**src/rtl/lfsr_sng_et_pkg.sv**
```systemverilog
// Shared types and helpers for the LFSR stochastic number generator.
// Polynomial tap masks: next = {state[W-2:0], ^(state & mask)}.
package lfsr_sng_et_pkg;

  typedef enum logic [1:0] {
    SNG_INDEP  = 2'd0,
    SNG_SHARED = 2'd1,
    SNG_ROT    = 2'd2
  } sng_mode_e;

  typedef enum logic {
    ST_IDLE = 1'b0,
    ST_RUN  = 1'b1
  } sng_state_e;

  // Maximal-length tap masks for the shift-left Fibonacci form used here.
  localparam logic [31:0] POLY_W3 = 32'h0000_0005;
  localparam logic [31:0] POLY_W4 = 32'h0000_0009;

  function automatic logic [31:0] default_poly(input int w);
    case (w)
      3:       return POLY_W3;
      4:       return POLY_W4;
      default: return (32'h1 << (w - 1)) | 32'h1;
    endcase
  endfunction

  // Rotate the low w bits of v left by k (k taken modulo w).
  function automatic logic [31:0] rotl(input logic [31:0] v, input int k, input int w);
    logic [31:0] mask;
    logic [31:0] vm;
    int          r;
    mask = (w >= 32) ? 32'hFFFF_FFFF : ((32'h1 << w) - 32'h1);
    vm   = v & mask;
    r    = k % w;
    if (r == 0) return vm;
    return ((vm << r) | (vm >> (w - r))) & mask;
  endfunction

endpackage

```
**src/rtl/lfsr_sng_et_if.sv**
```systemverilog
// Run-request and bitstream handshake bundle for lfsr_sng_et.
// The slave side is the generator; the master side requests runs and consumes beats.
interface lfsr_sng_et_if #(
  parameter int W = 4,
  parameter int N = 2
);
  logic                  start;
  logic                  ready;
  logic [N-1:0][W-1:0]   Bxs;
  logic [W-1:0]          len;
  logic                  et_stop;
  logic                  out_valid;
  logic                  out_ready;
  logic [N-1:0]          Xs;
  logic                  last;
  logic [N-1:0][W:0]     ones;
  logic [W:0]            beats;

  modport master (
    output start, Bxs, len, et_stop, out_ready,
    input  ready, out_valid, Xs, last, ones, beats
  );

  modport slave (
    input  start, Bxs, len, et_stop, out_ready,
    output ready, out_valid, Xs, last, ones, beats
  );
endinterface

```
**src/rtl/lfsr_sng_et_lfsr_step.sv**
```systemverilog
// Combinational one-step Fibonacci LFSR: shift left, parity of tapped bits enters at bit 0.
module lfsr_sng_et_lfsr_step
  import lfsr_sng_et_pkg::*;
#(
  parameter int           W    = 4,
  parameter logic [W-1:0] POLY = W'(default_poly(W))
) (
  input  logic [W-1:0] cur,
  output logic [W-1:0] nxt
);

  assign nxt = {cur[W-2:0], ^(cur & POLY)};

endmodule

```
**src/rtl/lfsr_sng_et.sv**
```systemverilog
// Multi-channel LFSR stochastic number generator with run control and early termination.
// One beat carries one bit per channel; ones/beats count accepted beats of the current run.
module lfsr_sng_et
  import lfsr_sng_et_pkg::*;
#(
  parameter int           W           = 4,
  parameter int           N           = 2,
  parameter logic [W-1:0] LFSR_POLY   = W'(default_poly(W)),
  parameter int           START_STATE = 1,
  parameter sng_mode_e    MODE        = SNG_INDEP
) (
  input  logic          clk,
  input  logic          rst,
  lfsr_sng_et_if.slave  bus
);

  typedef logic [W-1:0] word_t;
  typedef logic [W:0]   cnt_t;

  localparam int   NL   = (MODE == SNG_INDEP) ? N : 1;
  localparam cnt_t MAXC = cnt_t'((1 << W) - 1);

  function automatic word_t seed_of(input int i);
    return word_t'(rotl(32'(START_STATE), i, W));
  endfunction

  function automatic word_t rot_w(input word_t v, input int i);
    return word_t'(rotl(32'(v), i, W));
  endfunction

  function automatic cnt_t inc_sat(input cnt_t v, input logic b);
    if (b && (v != MAXC)) return v + 1'b1;
    return v;
  endfunction

  sng_state_e           state_p1;
  word_t                s_p1   [NL];
  word_t                s_nxt  [NL];
  logic [N-1:0][W-1:0]  bx_p1;
  cnt_t                 len_eff_p1;
  logic                 vld_p1;
  logic [N-1:0]         xs_p1;
  logic                 last_len_p1;
  logic                 et_flag_p1;
  logic [N-1:0][W:0]    ones_p1;
  cnt_t                 beats_p1;

  logic [N-1:0]         xs_seed;
  logic [N-1:0]         xs_step;
  cnt_t                 len_eff_in;
  logic                 xfer;
  logic                 last_now;

  for (genvar g = 0; g < NL; g++) begin : g_lfsr
    lfsr_sng_et_lfsr_step #(.W(W), .POLY(LFSR_POLY)) u_step (
      .cur (s_p1[g]),
      .nxt (s_nxt[g])
    );
  end

  // Compare values: the seed feeds the first beat, the stepped state feeds later beats.
  for (genvar gi = 0; gi < N; gi++) begin : g_ch
    word_t cmp_seed;
    word_t cmp_step;
    if (MODE == SNG_INDEP) begin : g_ind
      assign cmp_seed = seed_of(gi);
      assign cmp_step = s_nxt[gi];
    end else if (MODE == SNG_SHARED) begin : g_shr
      assign cmp_seed = seed_of(0);
      assign cmp_step = s_nxt[0];
    end else begin : g_rot
      assign cmp_seed = rot_w(seed_of(0), gi);
      assign cmp_step = rot_w(s_nxt[0], gi);
    end
    assign xs_seed[gi] = cmp_seed < bus.Bxs[gi];
    assign xs_step[gi] = cmp_step < bx_p1[gi];
  end

  assign len_eff_in = (bus.len == '0) ? MAXC : {1'b0, bus.len};
  assign xfer       = vld_p1 & bus.out_ready;
  // et_stop reaches last combinationally so a stop lands on the beat it arrives with.
  assign last_now   = vld_p1 & (last_len_p1 | et_flag_p1 | bus.et_stop);

  always_ff @(posedge clk) begin
    if (rst) begin
      state_p1    <= ST_IDLE;
      vld_p1      <= 1'b0;
      xs_p1       <= '0;
      last_len_p1 <= 1'b0;
      et_flag_p1  <= 1'b0;
      ones_p1     <= '0;
      beats_p1    <= '0;
      bx_p1       <= '0;
      len_eff_p1  <= '0;
      for (int i = 0; i < NL; i++) s_p1[i] <= seed_of(i);
    end else begin
      case (state_p1)
        ST_IDLE: begin
          if (bus.start) begin
            state_p1    <= ST_RUN;
            bx_p1       <= bus.Bxs;
            len_eff_p1  <= len_eff_in;
            vld_p1      <= 1'b1;
            xs_p1       <= xs_seed;
            last_len_p1 <= (len_eff_in == cnt_t'(1));
            et_flag_p1  <= 1'b0;
            ones_p1     <= '0;
            beats_p1    <= '0;
            for (int i = 0; i < NL; i++) s_p1[i] <= seed_of(i);
          end
        end
        ST_RUN: begin
          if (xfer) begin
            beats_p1 <= inc_sat(beats_p1, 1'b1);
            for (int i = 0; i < N; i++) ones_p1[i] <= inc_sat(ones_p1[i], xs_p1[i]);
            if (last_now) begin
              state_p1    <= ST_IDLE;
              vld_p1      <= 1'b0;
              xs_p1       <= '0;
              last_len_p1 <= 1'b0;
              et_flag_p1  <= 1'b0;
            end else begin
              for (int i = 0; i < NL; i++) s_p1[i] <= s_nxt[i];
              xs_p1       <= xs_step;
              last_len_p1 <= ((beats_p1 + 1'b1) == (len_eff_p1 - 1'b1));
            end
          end else if (bus.et_stop) begin
            et_flag_p1 <= 1'b1;
          end
        end
        default: state_p1 <= ST_IDLE;
      endcase
    end
  end

  assign bus.ready     = (state_p1 == ST_IDLE);
  assign bus.out_valid = vld_p1;
  assign bus.Xs        = xs_p1;
  assign bus.last      = last_now;
  assign bus.ones      = ones_p1;
  assign bus.beats     = beats_p1;

endmodule

```
**src/flat_wrapper.sv**
```systemverilog
// flat-port wrapper written by rule: the top's interface ports become plain ports
module lfsr_sng_et_flat import lfsr_sng_et_pkg::*;
#(
  parameter int           W           = 4,
  parameter int           N           = 2,
  parameter logic [W-1:0] LFSR_POLY   = W'(default_poly(W)),
  parameter int           START_STATE = 1,
  parameter sng_mode_e    MODE        = SNG_INDEP
)
  (clk, rst, bus_start, bus_Bxs, bus_len, bus_et_stop, bus_out_ready, bus_ready, bus_out_valid, bus_Xs, bus_last, bus_ones, bus_beats);
  lfsr_sng_et_if #(.W(W), .N(N)) bus_i ();
  input  logic clk;
  input  logic rst;
  input wire logic [$bits(bus_i.start)-1:0] bus_start;
  input wire logic [$bits(bus_i.Bxs)-1:0] bus_Bxs;
  input wire logic [$bits(bus_i.len)-1:0] bus_len;
  input wire logic [$bits(bus_i.et_stop)-1:0] bus_et_stop;
  input wire logic [$bits(bus_i.out_ready)-1:0] bus_out_ready;
  output wire logic [$bits(bus_i.ready)-1:0] bus_ready;
  output wire logic [$bits(bus_i.out_valid)-1:0] bus_out_valid;
  output wire logic [$bits(bus_i.Xs)-1:0] bus_Xs;
  output wire logic [$bits(bus_i.last)-1:0] bus_last;
  output wire logic [$bits(bus_i.ones)-1:0] bus_ones;
  output wire logic [$bits(bus_i.beats)-1:0] bus_beats;
  assign bus_i.start = bus_start;
  assign bus_i.Bxs = bus_Bxs;
  assign bus_i.len = bus_len;
  assign bus_i.et_stop = bus_et_stop;
  assign bus_i.out_ready = bus_out_ready;
  assign bus_ready = bus_i.ready;
  assign bus_out_valid = bus_i.out_valid;
  assign bus_Xs = bus_i.Xs;
  assign bus_last = bus_i.last;
  assign bus_ones = bus_i.ones;
  assign bus_beats = bus_i.beats;
  lfsr_sng_et #(.W(W), .N(N), .LFSR_POLY(LFSR_POLY), .START_STATE(START_STATE), .MODE(MODE)) u_core (.clk(clk), .rst(rst), .bus(bus_i));
endmodule
```
**config.mk**
```make
export PLATFORM = sky130hd
export DESIGN_NAME = lfsr_sng_et_flat
export DESIGN_NICKNAME = d
export VERILOG_FILES = /design/src/rtl/lfsr_sng_et_pkg.sv /design/src/rtl/lfsr_sng_et_if.sv /design/src/rtl/lfsr_sng_et_lfsr_step.sv /design/src/rtl/lfsr_sng_et.sv /design/src/flat_wrapper.sv
export SDC_FILE = /design/constraint.sdc
export NUM_CORES = 1
export LEC_CHECK = 0
export CAP_MARGIN = 0
export CORE_ASPECT_RATIO = 1.1
export CORE_MARGIN = 3
export CORE_UTILIZATION = 56
export DETAILED_ROUTE_END_ITERATION = 8
export GPL_TIMING_DRIVEN = 0
export PLACE_DENSITY = 0.84
export SETUP_SLACK_MARGIN = 0.1
export SYNTH_ARGS = -nofsm -noshare
export SYNTH_HDL_FRONTEND = slang
export SYNTH_SLANG_ARGS = --single-unit
```
**constraint.sdc**
```tcl
create_clock -name clk -period 3.52 [get_ports clk]
set_input_delay 0.352 -clock clk [delete_from_list [all_inputs] [get_ports clk]]
set_output_delay 0.352 -clock clk [all_outputs]
set_load 0.02 [all_outputs]
```
======== Yosys cells after proc, flatten, opt, wreduce, memory -nomap -nowiden ========
Memory sizes are Yosys's and may differ from the RTL's.
Cells that the tools add are included.
storage, ports and cells
  register bits after elaboration ......... 34
  bits in writable memories ............... 8
  bits of input ports ..................... 17
  logic and storage cells ................. 116
  memories ................................ 1
memories
  name         depth  bits a word  rd ports  clocked after memory_dff  wr ports  RTL line           source
  u_core.s_p1  2      4            2         0                         2         lfsr_sng_et.sv:37  word_t s_p1 [NL];
operators by class
  add/subtract/negate cells ............... 4
  magnitude comparators ................... 4
  equality and inequality tests ........... 13
  mux-type cells .......................... 62
  bitwise logic cells ..................... 9
  reductions and logical operators ........ 12
operators with widths
  operator                                                                     count
  5-bit two-way mux                                                            8
  4-bit two-way mux                                                            9
  1-bit two-way mux                                                            33
  10-bit two-way mux                                                           2
  10-bit one-hot mux with 2 select lines                                       1
  5-bit by 1-bit adder with 5-bit output, second input constant                3
  5-bit by 4-bit inequality test with 1-bit output, second input constant      3
  3-bit AND reduction                                                          5
  2-bit inequality test, second input constant                                 6
  5-bit one-hot mux with 2 select lines                                        1
  4-bit less-than comparator                                                   2
  1-bit one-hot mux with 2 select lines                                        4
  4-bit parity                                                                 2
  2-bit two-way mux                                                            3
  3-bit inequality test, second input constant                                 2
  1-bit bitwise OR                                                             6
  5-bit by 1-bit == test with 1-bit output, second input constant              1
  5-bit == test                                                                1
  5-bit by 1-bit subtractor with 5-bit output, second input constant           1
  4-bit logical NOT                                                            1
  1-bit by 4-bit less-than comparator with 1-bit output, first input constant  1
  2-bit by 4-bit less-than comparator with 1-bit output, first input constant  1
  2-bit one-hot mux with 2 select lines                                        1
  2-bit AND reduction                                                          2
  other kinds (3)                                                              5

======== Longest topological paths before layout ========
Gate-level depths: netlist of run 1.
  depth after elaboration ................. 9
  depth in mapped cells ................... 7
  depth with buffers taken out ............ 7

======== Cells and area by module ========
A second synthesis of run 1 with hierarchy kept.
unflattened totals
  cells, all modules ...................... 236
  area, all modules ....................... 2,077.0 µm²
by module, submodules not included
  module                 times used  cells each  area an instance (µm²)  sequential area each (µm²)
  lfsr_sng_et            1           228         2,014.4                 900.9
  lfsr_sng_et_lfsr_step  2           4           31.3                    0.0

======== Worst setup path before layout of run 1 ========
No wires, ideal clock.
  kind .................................... register to register
  from .................................... register u_core.ones_p1 (netlist bit u_core.bus.ones[0])
  to ...................................... register u_core.ones_p1 (netlist bit u_core.bus.ones[4])
  library setup time ...................... 0.070 ns
  arrival ................................. 1.760 ns
  required time ........................... 3.450 ns
  path slack .............................. 1.689 ns
  cell stages (with the launch flop) ...... 8
  path buffers ............................ 0
  cells stage by stage .................... dfxtp_1 ha_1 and3_1 ha_1 nor3b_4 nor2_1 or3_1 a21oi_1
on the way
  longest elaborated chain between the ends .. 8
  elaborated cells on any way between the ends .. 13
RTL lines
  item                                              RTL line            source
  from (decl)                                       lfsr_sng_et.sv:45   logic [N-1:0][W:0] ones_p1;
  from (signal assigned)                            lfsr_sng_et.sv:91   ones_p1 <= '0;
  from (signal assigned)                            lfsr_sng_et.sv:107  ones_p1 <= '0;
  5-bit by 4-bit inequality test with 1-bit output  lfsr_sng_et.sv:32   if (b && (v != MAXC)) return v + 1'b1;
  1-bit logical AND                                 lfsr_sng_et.sv:32
  1-bit two-way mux                                 lfsr_sng_et.sv:32
  1-bit two-way mux                                 lfsr_sng_et.sv:113  if (xfer) begin
  1-bit two-way mux                                 lfsr_sng_et.sv:97   case (state_p1)
  1-bit two-way mux                                 lfsr_sng_et.sv:85   if (rst) begin
  2-bit inequality test (no source line)            -
  3-bit AND reduction (no source line)              -
Several ways; a longest one is shown, not always the timed one. The select of a mux whose other input is x is not followed.
A chain may end at the register's enable or synchronous reset.

======== Worst setup path after layout of run 1 ========
  from .................................... input bus_et_stop
  to ...................................... output bus_last
on the way
  longest elaborated chain between the ends .. 2
RTL lines
  item               RTL line            source
  from (decl)        flat_wrapper.sv:17  input wire logic [$bits(bus_i.et_stop)-1:0] bus_et_stop;
  1-bit bitwise OR   lfsr_sng_et.sv:82   assign last_now = vld_p1 & (last_len_p1 | et_flag_p1 | bus.et_stop);
  1-bit bitwise AND  lfsr_sng_et.sv:82
  to (decl)          flat_wrapper.sv:22  output wire logic [$bits(bus_i.last)-1:0] bus_last;
No other way between the ends.

==> results of run 1 <==
-- placed cells by master, fill, tap and decap left out, types with 3 or more instances in the layout --
cell / netlist / layout
a21oi_1: 19 / 19
and2_1: 5 / 5
and3_1: 3 / 3
clkbuf_1: 4 / 5
clkbuf_4: 0 / 5
clkdlybuf4s50_1: 0 / 36
dfxtp_1: 33 / 33
edfxtp_1: 8 / 8
ha_1: 13 / 13
inv_1: 14 / 14
nand2_1: 29 / 29
nand3_1: 7 / 7
nor2_1: 28 / 28
nor3_1: 14 / 14
nor4_1: 4 / 4
o21ai_0: 5 / 5
xnor2_1: 7 / 7
xor2_1: 6 / 6
-- power by group --
| part | switching (mW) | internal (mW) |
|---|---|---|
| clock network | 0.149 | 0.170 |
| registers | 0.0175 | 0.498 |
| logic | 0.0714 | 0.0618 |
| total | 0.238 | 0.729 |
-- worst min path at each step --
stage / slack (ns) / cells after the start / to / from
floorplan: 0.43 / 2 / u_core.bx_p1[0]$_SDFFE_PP0P_ / u_core.bx_p1[0]$_SDFFE_PP0P_
global route: 0.49 / 2 / u_core.bx_p1[3]$_SDFFE_PP0P_ / u_core.bx_p1[3]$_SDFFE_PP0P_
global placement: 0.44 / 2 / u_core.bx_p1[4]$_SDFFE_PP0P_ / u_core.bx_p1[4]$_SDFFE_PP0P_
detailed placement: 0.45 / 2 / u_core.bx_p1[3]$_SDFFE_PP0P_ / u_core.bx_p1[3]$_SDFFE_PP0P_
finish: 0.46 / 2 / u_core.bx_p1[4]$_SDFFE_PP0P_ / u_core.bx_p1[4]$_SDFFE_PP0P_
CTS: 0.46 / 2 / u_core.bx_p1[3]$_SDFFE_PP0P_ / u_core.bx_p1[3]$_SDFFE_PP0P_
-- final cells by class --
cell class	count	area, um^2
plain buffers	7	28.8
clock buffers	7	55.1
clock inverters	1	30.0
fillers	280	863
inverters	14	52.6
multi-input cells	171	1060
flip-flops and latches	41	901
well taps	48	60.1
repair buffers	36	360
-- flip-flops by register name (all words and copies together), names as in the netlist --
register,flops
u_core.last_len_p1,1
u_core.bus.Xs,2
u_core.bus.out_valid,1
u_core.len_eff_p1,4
u_core.et_flag_p1,1
u_core.bus.beats,5
u_core.bx_p1,8
u_core.s_p1,8
u_core.bus.ones,10
u_core.state_p1,1
-- routing by layer --
metal  part of all wire [%]  global-route usage, %
met1                     43                   28.9
met2                     52                   38.4
met3                    3.5                   4.70
met4                    1.5                   7.19
met5                      0                      0
-- cells by family (layout without fill, tap and decap cells) --
logic type                 count (synthesis)  after routing
AOI/OAI and AO/OA                         36             36
buffers and inverters                     21             65
xor gates and xnor gates                  14             14
muxes                                      3              3
DFF                                       41             41
adders and majority gates                 13             13
and+or+nand+nor                          105            105
-- synth_stat cells (2+ instances only) --
master / n
a211oi_1: 2
a21boi_0: 2
a21oi_1: 19
a31oi_1: 2
and2_1: 5
and3_1: 3
buf_2: 2
clkbuf_1: 4
dfxtp_1: 33
edfxtp_1: 8
ha_1: 13
inv_1: 14
mux2i_1: 2
nand2_1: 29
nand2b_1: 2
nand3_1: 7
nand3b_1: 2
nand4_1: 2
nor2_1: 28
nor3_1: 14
nor4_1: 4
o21ai_0: 5
o32ai_1: 2
or3_1: 2
xnor2_1: 7
xor2_1: 6
-- worst max-delay path: stages --
cell	delay [ns]
clkdlybuf4s50_1	0.47
o31ai_1	0.45
inv_1	0.08
clkdlybuf4s50_1	0.55
==> flow_summary.json, run 1 <==
{
  "synth_compound_area_share_pct": 10.5,
  "yosysTopAreaCell": "dfxtp_1",
  "post-place-cells": 317,
  "power_per_cell_area_nw_per_um2": 379,
  "max_slew_margin_pct": 63.7,
  "max_cap_viol_count": 0,
  "dpl.hpwl_mm": 3.50,
  "startpoint": "bus_et_stop",
  "drt-initial-drc-count": 62,
  "skew_ns": 0.00266,
  "synth_top_family_by_area": "simple AND/OR/NAND/NOR gates",
  "clock.fmax_ghz": 0.443,
  "drt-wirelength-per-cell_um": 13.9,
  "yosys_warnings": 0,
  "synth_top_area_share_pct": 32.3,
  "insertion_delay_ns": 0.34,
  "p_leak_nw": 0.948,
  "h-tree-depth": 2,
  "r2r_slack_ns": 1.45,
  "synthXorXnorAreaFrac_pct": 6.36,
  "overflow": 0,
  "initial_core_util_pct": 59.9,
  "grt_max_degree": 13,
  "min_period_over_period_pct": 64.1,
  "core_area_um2": 3410,
  "crit_fanout": 3,
  "place_area_um2": 2460,
  "tightest_slew_ns": 0.544,
  "grt_pass1_wl_mm": 8.01,
  "synth_area_leaders": "dfxtp_1, edfxtp_1, ha_1",
  "ys_ff_latch": 41,
  "grt_pass1_vias": 1740,
  "cp_data_arrival_time_ns": 1.90,
  "antenna_found_initial": 0,
  "avgSynthCellArea_um2": 8.77,
  "cp_data_required_time_ns": 3.17,
  "grt_setup_unrepaired": "no",
  "drt_wl_total_mm": 4.53,
  "drc_errors": 0,
  "crit_path_end_kind": "output pin",
  "syn2layout_area_growth_pct": 24.7,
  "postCtsSetupBuffers": 0,
  "reg2reg_to": "u_core.s_p1[0][5]$_SDFFCE_PN1P_",
  "layout-drive-gt1-share_pct": 5.42,
  "worstRegToRegCells": 4,
  "ir_drop_uv": 337,
  "worstSetupPathType": "in -> out",
  "drtPass1Iterations": 4,
  "clock-sinks": 41,
  "place.gp.congestion": 0.802,
  "root_buffer": "clkbuf_4",
  "status": "completed",
  "finalPower_uw": 967,
  "cts_inserted_buffers": 5,
  "gr-usage-all-layers_pct": 22.8,
  "synth-edff-count": 8,
  "cts_resized": 0,
  "fin_ws_ns": 1.26,
  "start_kind": "input port",
  "hold_viol_final": 0,
  "setup.worst_path.end": "bus_last",
  "period_minus_slack_ns": 2.26,
  "cts_buffer_depth": 2,
  "synth-simple-area-share_pct": 25.6,
  "n_antenna_cell": 0,
  "dieArea_um2": 4410,
  "syn_area_um2": 2040,
  "ctsHoldBuffers": 0,
  "die_h_um": 69.4,
  "ant_nets": 0,
  "numPortBuffers": 36,
  "ys_types": 40,
  "synth_nets": 263,
  "ys_seq_area_share_pct": 44.1,
  "viasPerCell": 5.44,
  "fin_hold_ws_ns": 0.463,
  "yosys.area_share.adder_pct": 7.96,
  "fin_nets": 306,
  "die_w_um": 63.6,
  "maxSlewViolCount": 0,
  "path_clk_slew_ns": 0.12,
  "finalNonFillerCells": 325,
  "ios": 37,
  "placementRows": 22,
  "vias": 1767,
  "setup_tns_ns": 0,
  "async_flop_share_pct": 0,
  "setup_violations": 0,
  "final_cell_area_um2": 2550,
  "syn_inst": 233,
  "pre_cts_slack_ns": 1.19,
  "min-delay-path-class": "reg -> reg",
  "yosys-mux-area-fraction_pct": 1.53,
  "tritoncts": "done",
  "synth_ff_type": "dfxtp_1",
  "r2r_start": "u_core.state_p1$_SDFF_PP0_",
  "final_util_pct": 74.7
}
(Power assumes the default switching activity.)
==> inputs of run 2 (changes only) <==
--- a/config.mk
+++ b/config.mk
@@ -8,10 +8,10 @@
 export CAP_MARGIN = 0
 export CORE_ASPECT_RATIO = 1.1
 export CORE_MARGIN = 3
-export CORE_UTILIZATION = 56
+export CORE_UTILIZATION = 52
 export DETAILED_ROUTE_END_ITERATION = 8
 export GPL_TIMING_DRIVEN = 0
-export PLACE_DENSITY = 0.84
+export PLACE_DENSITY = 0.79
 export SETUP_SLACK_MARGIN = 0.1
 export SYNTH_ARGS = -nofsm -noshare
 export SYNTH_HDL_FRONTEND = slang
==> constraint.sdc (replaced) <==
create_clock -name clk -period 2.3 [get_ports clk]
set_input_delay 0.23 -clock clk [delete_from_list [all_inputs] [get_ports clk]]
set_output_delay 0.23 -clock clk [all_outputs]
set_load 0.02 [all_outputs]
==> flow_summary.json, run 2 (synthesized netlist as in run 1, its figures left out) <==
{
  "crit_path_cell_trace": "clkdlybuf4s50_1 -> o31ai_1 -> inv_1 -> clkdlybuf4s50_1",
  "ios": 37,
  "layout_common_cells": "clkdlybuf4s50_1, dfxtp_1, nand2_1",
  "grt_max_degree": 14,
  "core_area_um2": 3710,
  "grt_pass1_vias": 1697,
  "final_common_cell": "clkdlybuf4s50_1",
  "skew_ns": 0.00985,
  "grt_pass1_wl_mm": 7.88,
  "dpl.hpwl_mm": 3.47,
  "ant_nets": 0,
  "initial_core_util_pct": 55.1,
  "drt-initial-drc-count": 98,
  "drt_wl_total_mm": 4.69,
  "worstSetupPathType": "in -> out",
  "cp_slowest_cell": "clkdlybuf4s50_1",
  "drtPass1Iterations": 4,
  "clock-sinks": 41,
  "clockPowerShare_pct": 36.4,
  "slowest_delay_ns": 0.55,
  "drt-wirelength-per-cell_um": 14.3,
  "numPortBuffers": 36,
  "p_leak_nw": 0.957,
  "setup_violations": 0,
  "syn2layout_area_growth_pct": 26.1,
  "drc_errors": 0,
  "cts_inserted_buffers": 5,
  "power_frac_seq_pct": 50.4,
  "hold_end": "u_core.bx_p1[4]$_SDFFE_PP0P_",
  "fin_nets": 306,
  "start_kind": "input port",
  "cp_data_arrival_time_ns": 1.77,
  "power_per_cell_area_nw_per_um2": 607,
  "tightest_slew_ns": 0.547,
  "insertion_delay_ns": 0.30,
  "h-tree-depth": 2,
  "grt_setup_unrepaired": "no",
  "hold_viol_final": 0,
  "worstRegToRegCells": 6,
  "gr-usage-all-layers_pct": 21.9,
  "antenna_found_initial": 0,
  "root_buffer": "clkbuf_8",
  "p_switching_uw": 389,
  "setup_tns_ns": 0,
  "largest_reg_flops": 10,
  "place.gp.congestion": 0.823,
  "crit_fanout": 3,
  "clock.fmax_ghz": 0.501,
  "status": "completed",
  "finalPower_mw": 1.56,
  "path_clk_slew_ns": 0.08,
  "die_w_um": 65.8,
  "min_period_over_period_pct": 86.9,
  "n_antenna_cell": 0,
  "cts_buffer_depth": 2,
  "overflow": 0,
  "critPathMostFrequentCell": "clkdlybuf4s50_1",
  "tritoncts": "done",
  "swShare_pct": 24.8,
  "hold-path-cell-count": 2,
  "p_comb_share_pct": 13.2,
  "placementRows": 23,
  "hp-start": "u_core.bx_p1[4]$_SDFFE_PP0P_",
  "p_int_mw": 1.18,
  "maxSlewViolCount": 0,
  "die_h_um": 71.8,
  "ir_drop_uv": 418,
  "period_minus_slack_ns": 2.00,
  "dieArea_um2": 4720,
  "r2r_slack_ns": 0.37,
  "layout-drive-gt1-share_pct": 5.78,
  "reg2reg_to": "u_core.last_len_p1$_SDFFE_PP0P_",
  "viasPerCell": 5.35,
  "max_slew_margin_pct": 63.6,
  "min-delay-path-class": "reg -> reg",
  "vias": 1750,
  "crit_path_end_kind": "output pin",
  "max_cap_viol_count": 0,
  "r2r_start": "u_core.bus.beats[0]$_SDFFE_PP0P_",
  "cp_data_required_time_ns": 2.07
}
## run 2: cell count changes in the layout (fill, tap and decap cells not counted), sizes merged
cell / previous run / this run
clkbuf: 11 / 9
clkinv: 0 / 1
clkinvlp: 0 / 1
## run 2: worst max-delay path: cells and delay by family
family	cells	cell delay, ns
buffers and inverters	3	1.10
AO/OA/AOI/OAI	1	0.44
## run 2: final cells by class
cell class | count | area [um^2]
fill | 304 | 1130
multi-input combinational | 171 | 1060
sequential | 41 | 901
timing repair buffer | 36 | 360
clock buffer | 5 | 68.8
tap | 50 | 62.6
inverter | 14 | 52.6
clock inverter | 3 | 41.3
buffer | 7 | 30.0
## run 2: how the worst max path moves through the flow
stage	startpoint	to	slack, ns	depth (start not counted)
6_report	bus_et_stop	bus_last	0.30	4
5_1_grt	u_core.bus.ones[5]$_SDFFE_PP0P_	u_core.bus.ones[8]$_SDFFE_PP0P_	0.17	7
4_1_cts	u_core.state_p1$_SDFF_PP0_	u_core.s_p1[0][0]$_SDFFCE_PN1P_	0.22	4
3_5_place_dp	bus_start	u_core.s_p1[0][0]$_SDFFCE_PN1P_	0.11	5
3_3_place_gp	bus_start	u_core.s_p1[0][0]$_SDFFCE_PN1P_	0.16	5
2_1_floorplan	u_core.bus.ones[0]$_SDFFE_PP0P_	u_core.bus.ones[4]$_SDFFE_PP0P_	0.47	7
## run 2: metrics by stage
stage	util (%)	std cells	setup slack (ns)	hold WS, ns	instance area, um^2
global route	69.5	327	0.174	0.485	2580
detailed placement	66.5	319	0.112	0.445	2470
CTS	69.4	327	0.219	0.458	2580
floorplan	-	233	0.469	0.366	2040
finish	69.5	327	0.302	0.458	2580
global placement	66.5	319	0.162	0.440	2470
## run 2: what timing repair did
| action | CTS | global route |
|---|---|---|
| resized for setup | 0 | 2 |
| buffers inserted | 0 | 0 |
| hold buffers | 0 | 0 |
| endpoints found under the setup margin | 0 | 8 |
## run 2: power groups by stage
stage | combinational (mW) | sequential, mW | clock, mW
final | 0.206 | 0.788 | 0.570
after global routing | 0.229 | 0.792 | 0.617
after CTS | 0.207 | 0.788 | 0.585
after detailed placement | 0.206 | 0.804 | 0
after global placement | 0.201 | 0.803 | 0
after floorplan | 0.117 | 0.803 | 0
## run 2: per-layer routing
metal,up-vias,global-route usage [%],routed length [um]
li1,891,-,-
met5,-,0,0
met1,810,28.2,2160
met2,41,35.6,2260
met3,8,6.27,212
met4,0,6.22,60
